===== src/rtl/fetch_unit_pkg.sv =====
// Shared definitions for the fetch stage: FSM state encoding and default
// PC parameters used by fetch_unit and its PC register.
package fetch_unit_pkg;

  typedef enum logic [2:0] {
    S_FETCH = 3'd0,
    S_WAIT  = 3'd1,
    S_ISSUE = 3'd2,
    S_HALT  = 3'd3,
    S_FAULT = 3'd4
  } fetch_state_t;

  localparam int unsigned DEF_RESET_PC = 0;
  localparam int unsigned DEF_PC_STEP  = 1;
  localparam int unsigned DEF_TIMEOUT  = 15;

endpackage


===== src/rtl/fetch_unit_pc_register.sv =====
// Program-counter register: synchronous reset to RESET_PC, loads d when
// load is asserted, otherwise holds.
module pc_register
  import fetch_unit_pkg::*;
#(
  parameter int unsigned ADDR_W   = 32,
  parameter int unsigned RESET_PC = DEF_RESET_PC
) (
  input  logic              clk,
  input  logic              rst,
  input  logic              load,
  input  logic [ADDR_W-1:0] d,
  output logic [ADDR_W-1:0] q
);

  // NOTE: state is updated with non-blocking assignments so every flop
  // samples pre-edge values regardless of process evaluation order.
  always_ff @(posedge clk) begin
    if (rst) begin
      q <= ADDR_W'(RESET_PC);
    end else if (load) begin
      q <= d;
    end
  end

endmodule


===== src/rtl/fetch_unit.sv =====
// PC / instruction-fetch stage: one imem read per instruction, holds the
// instruction until retire, with halt and fetch-timeout terminal states.
module fetch_unit
  import fetch_unit_pkg::*;
#(
  parameter int unsigned ADDR_W   = 32,
  parameter int unsigned RESET_PC = DEF_RESET_PC,
  parameter int unsigned PC_STEP  = DEF_PC_STEP,
  parameter int unsigned TIMEOUT  = DEF_TIMEOUT
) (
  input  logic              clk,
  input  logic              rst,
  output logic              imem_req,
  output logic [ADDR_W-1:0] imem_addr,
  input  logic              imem_rvalid,
  input  logic [31:0]       imem_rdata,
  output logic [31:0]       instr,
  output logic              instr_valid,
  output logic [ADDR_W-1:0] pc,
  output logic [ADDR_W-1:0] pc_seq,
  input  logic [ADDR_W-1:0] next_pc,
  input  logic              retire,
  input  logic              halt,
  output logic              halted,
  output logic              fault,
  output logic [31:0]       retired_cnt
);

  localparam int unsigned CNT_W = $clog2(TIMEOUT + 1);

  fetch_state_t     state, state_next;
  logic [CNT_W-1:0] wait_cnt;
  logic             pc_load;
  logic             wait_expired;

  pc_register #(
    .ADDR_W   (ADDR_W),
    .RESET_PC (RESET_PC)
  ) u_pc (
    .clk  (clk),
    .rst  (rst),
    .load (pc_load),
    .d    (next_pc),
    .q    (pc)
  );

  assign imem_addr    = pc;
  assign pc_seq       = pc + ADDR_W'(PC_STEP);
  // Gated by rst so no request escapes while reset is held.
  assign imem_req     = (state == S_FETCH) && !rst;
  assign wait_expired = (wait_cnt == CNT_W'(TIMEOUT - 1));

  // NOTE: every signal written here gets a default first, so no path
  // through the case can leave it unassigned and infer a latch.
  always_comb begin
    state_next = state;
    pc_load    = 1'b0;
    case (state)
      S_FETCH: state_next = S_WAIT;
      S_WAIT: begin
        if (imem_rvalid)       state_next = S_ISSUE;
        else if (wait_expired) state_next = S_FAULT;
      end
      S_ISSUE: begin
        if (retire) begin
          if (halt) begin
            state_next = S_HALT;
          end else begin
            state_next = S_FETCH;
            pc_load    = 1'b1;
          end
        end
      end
      default: state_next = state;
    endcase
  end

  always_ff @(posedge clk) begin
    if (rst) begin
      state       <= S_FETCH;
      wait_cnt    <= '0;
      instr       <= '0;
      instr_valid <= 1'b0;
      halted      <= 1'b0;
      fault       <= 1'b0;
      retired_cnt <= '0;
    end else begin
      state <= state_next;
      case (state)
        S_FETCH: wait_cnt <= '0;
        S_WAIT: begin
          if (imem_rvalid) begin
            instr       <= imem_rdata;
            instr_valid <= 1'b1;
          end else begin
            // Counter reaches TIMEOUT on the cycle the fault is raised.
            wait_cnt <= wait_cnt + 1'b1;
            if (wait_expired) fault <= 1'b1;
          end
        end
        S_ISSUE: begin
          if (retire) begin
            instr_valid <= 1'b0;
            retired_cnt <= retired_cnt + 32'd1;
            if (halt) halted <= 1'b1;
          end
        end
        default: ;
      endcase
    end
  end

endmodule


===== config.mk =====
export PLATFORM = sky130hd
export DESIGN_NAME = fetch_unit
export DESIGN_NICKNAME = d
export VERILOG_FILES = /design/src/rtl/fetch_unit_pkg.sv /design/src/rtl/fetch_unit_pc_register.sv /design/src/rtl/fetch_unit.sv
export SDC_FILE = /design/constraint.sdc
export NUM_CORES = 1
export LEC_CHECK = 0
export CORE_MARGIN = 4
export CORE_UTILIZATION = 30
export DETAILED_ROUTE_END_ITERATION = 8
export PLACE_DENSITY_LB_ADDON = 0.15
export SETUP_SLACK_MARGIN = 0.02
export SYNTH_ARGS = -nofsm -noshare
export SYNTH_HDL_FRONTEND = slang
export SYNTH_SLANG_ARGS = --single-unit

===== constraint.sdc =====
create_clock -name clk -period 4.3 [get_ports clk]
set_input_delay 0.645 -clock clk [delete_from_list [all_inputs] [get_ports clk]]
set_output_delay 0.645 -clock clk [all_outputs]
set_load 0.05 [all_outputs]

==> results.ini <==
[timing]
worst_pin_slew_ns = 1.151
tns_ns = 0
finClkSkew_ns = 0.006097
setup_violations = 0
worst_slack_ns = 0.5463
drv_slew = 0
fmax_mhz = 266.4
period_share = 0.8730
finalHoldViolCount = 0
period_needed_ns = 3.754
rsz0062_at_grt = false
max-slew-margin-rel = 0.2328

[clock_tree]
cts_tree = built
ctsResizeCount = 0
clockBufferDepth = 2
cts_max_level = 3
clk_latency_ns = 0.35
hold_buffers = 0
cts_setup_buffers = 0
cts_buffers = 9
clkSinkCount = 106
clk_pin_slew_worst_paths_ns = 0.07
cts_root_buffer = clkbuf_16

[detailed_routing]
first_iter_violations = 242
routed_wl_mm = 15.43
dr.pass1.iters = 5
drcViolationCount = 0
detail-route-antenna-nets = 0
dr_total_vias = 5069
avgViaCountPerCell = 4.800
wl_per_cell_microns = 14.62

[logic_synthesis]
synthMuxAreaShare = 0.02627
synth_nets = 727
synth_top_family_by_area = simple AND/OR/NAND/NOR gates
synthAdderAreaFrac = 0.009821
yosys_warnings = 0
synth_compound_area_frac = 0.1002
synth.yosys.seq_area_share = 0.4164
synth_simple_gate_area_frac = 0.2828
synth-xor-area-share = 0.07218
synth_seq_cells = 106
ys.flop_type = dfxtp_1
syn_area_sq_mm = 0.005096
syn_inst = 654
ys_async_sr_fraction = 0
synth.distinct_cells = 38
synth_edf_count = 0
syn_avg_cell_area_sq_um = 7.792

[layout]
drive_gt1_frac = 0.03230
diodes = 0
area_growth_pct = 49.91
num-fill-cells = 1638
nNetsFinal = 904
final_common_cell = clkdlybuf4s50_1
mostFrequentLayoutCells = clkdlybuf4s50_1 (231), nand2_1 (152), dfxtp_1 (106)

[power]
cellLeakagePower_nw = 2.595
p_sw_frac = 0.2798
clkPwrFrac = 0.379
power_frac_seq = 0.464
vdd_drop_max_uv = 240.3
power_switching_w = 0.0006228
combinationalPowerShare = 0.158
power.density_mw_per_mm2 = 291.4
p_int_w = 0.001603

[die]
die_w_microns = 138.3
dieArea_sq_mm = 0.01914
start_util = 0.3062
io-pin-count = 233
die_y_microns = 138.3
fp.coreArea_sq_mm = 0.01664
rows = 47

[place]
port_buffers = 232
gp_congestion = 0.8382
dpl_worst_slack_ns = 0.9170
dpl.hpwl_mm = 11.51

[grt]
grt-ovfl-total = 0
grt_max_degree = 81
antenna_found_initial = 0
grt_pass1_wl_mm = 25.01
grt_pass1_vias = 4906
grt.total_usage = 0.1553

[setup_path]
cp_cell_sequence = and3_1 > nand4_1 > nor4_1 > xor2_1 > clkdlybuf4s50_1
critical-path-slowest-cell = clkdlybuf4s50_1
slowest_delay_ns = 0.81
setup.worst_path.start_class = register
path_class = register to output pin
cp_max_fo = 11
worstPathArrival_ns = 3.11
endpoint_kind = output pin
cp.required_ns = 3.65

[hold_path]
hp-class = register to register

[job]
maxCapViolations = 0

[status]
status = complete, no violations

per-layer routing:
layer,GRT usage,wire length (microns)
met2,0.2693,7416
met4,0.04836,266
met5,0,0
met1,0.1813,6464
met3,0.05249,1287
per-stage QoR:
stage	cells	hold WS (ns)	cell area (sq um)	power [W]	utilization
2_1_floorplan	654	0.4991	5096	0.001261	-
3_3_place_gp	1040	0.4409	7338	0.001405	0.4409
3_5_place_dp	1040	0.4478	7338	0.001410	0.4409
4_1_cts	1056	0.4579	7640	0.002267	0.4591
5_1_grt	1056	0.4744	7640	0.002334	0.4591
6_report	1056	0.4537	7640	0.002226	0.4591
final cells by class:
cell class / count / area [sq um] / area share
Timing Repair Buffer: 237 / 2357 / 0.3085
Clock inverter: 7 / 76.32 / 0.009990
Tap cell: 220 / 275.3 / 0.03603
Multi-Input combinational cell: 458 / 2512 / 0.3289
Sequential cell: 106 / 2122 / 0.2778
Clock buffer: 9 / 225.2 / 0.02948
Inverter: 19 / 71.32 / 0.009335
critical path: cells and delay by family, from the launching register on:
kind          cells  cell delay [ns]
buf+inv           1             0.81
flops             1             0.44
xor+xnor          1             0.17
simple gates      3             1.32
synth_stat cells, types with 3 or more instances:
cell,n,area share
or4_1,9,0.013
nand3_1,22,0.022
buf_1,5,0.0037
a21oi_1,83,0.082
buf_4,32,0.047
and2_1,3,0.0037
and3_1,5,0.0061
ha_1,4,0.0098
inv_1,19,0.014
nand4_1,10,0.012
buf_2,4,0.0039
nor2_1,34,0.025
o21ai_0,4,0.0039
nor2b_1,11,0.014
o31ai_1,8,0.012
xor2_1,25,0.043
and4_1,8,0.014
xnor2_1,17,0.029
nor4_1,15,0.018
nand2_1,152,0.11
clkbuf_1,29,0.021
dfxtp_1,106,0.42
mux2_1,11,0.024
or3_1,5,0.0061
nor3_1,20,0.020
state kept, by name, indices dropped and copies added (netlist names):
register / cells
instr: 32
retired_cnt: 32
u_pc.q: 32
wait_cnt: 4
state: 3
fault: 1
halted: 1
instr_valid: 1
cell families after synthesis:
group / Yosys count
flops: 106
xor+xnor: 42
buf+inv: 90
compound gates: 97
fa+ha+maj: 4
simple gates: 303
mux: 12
power by group through the flow:
stage / Sequential, W / Clock (W) / Combinational, W
floorplan: 0.00113 / 0 / 0.000132
global placement: 0.00105 / 0 / 0.000352
detailed placement: 0.00106 / 0 / 0.000354
CTS: 0.00103 / 0.000879 / 0.000355
global route: 0.00104 / 0.000921 / 0.000376
finish: 0.00103 / 0.000843 / 0.000351
final timing paths:
kind / from / endpoint / slack, ns / depth (start not counted)
max: u_pc.q[2] / pc_seq[31] / 0.55 / 5
min: instr[2] / instr[2] / 0.45 / 2
max reg2reg: state[1] / retired_cnt[25] / 1.76 / 4
min reg2reg: instr[2] / instr[2] / 0.45 / 2
Note: power is estimated with default switching activity, not from simulation.
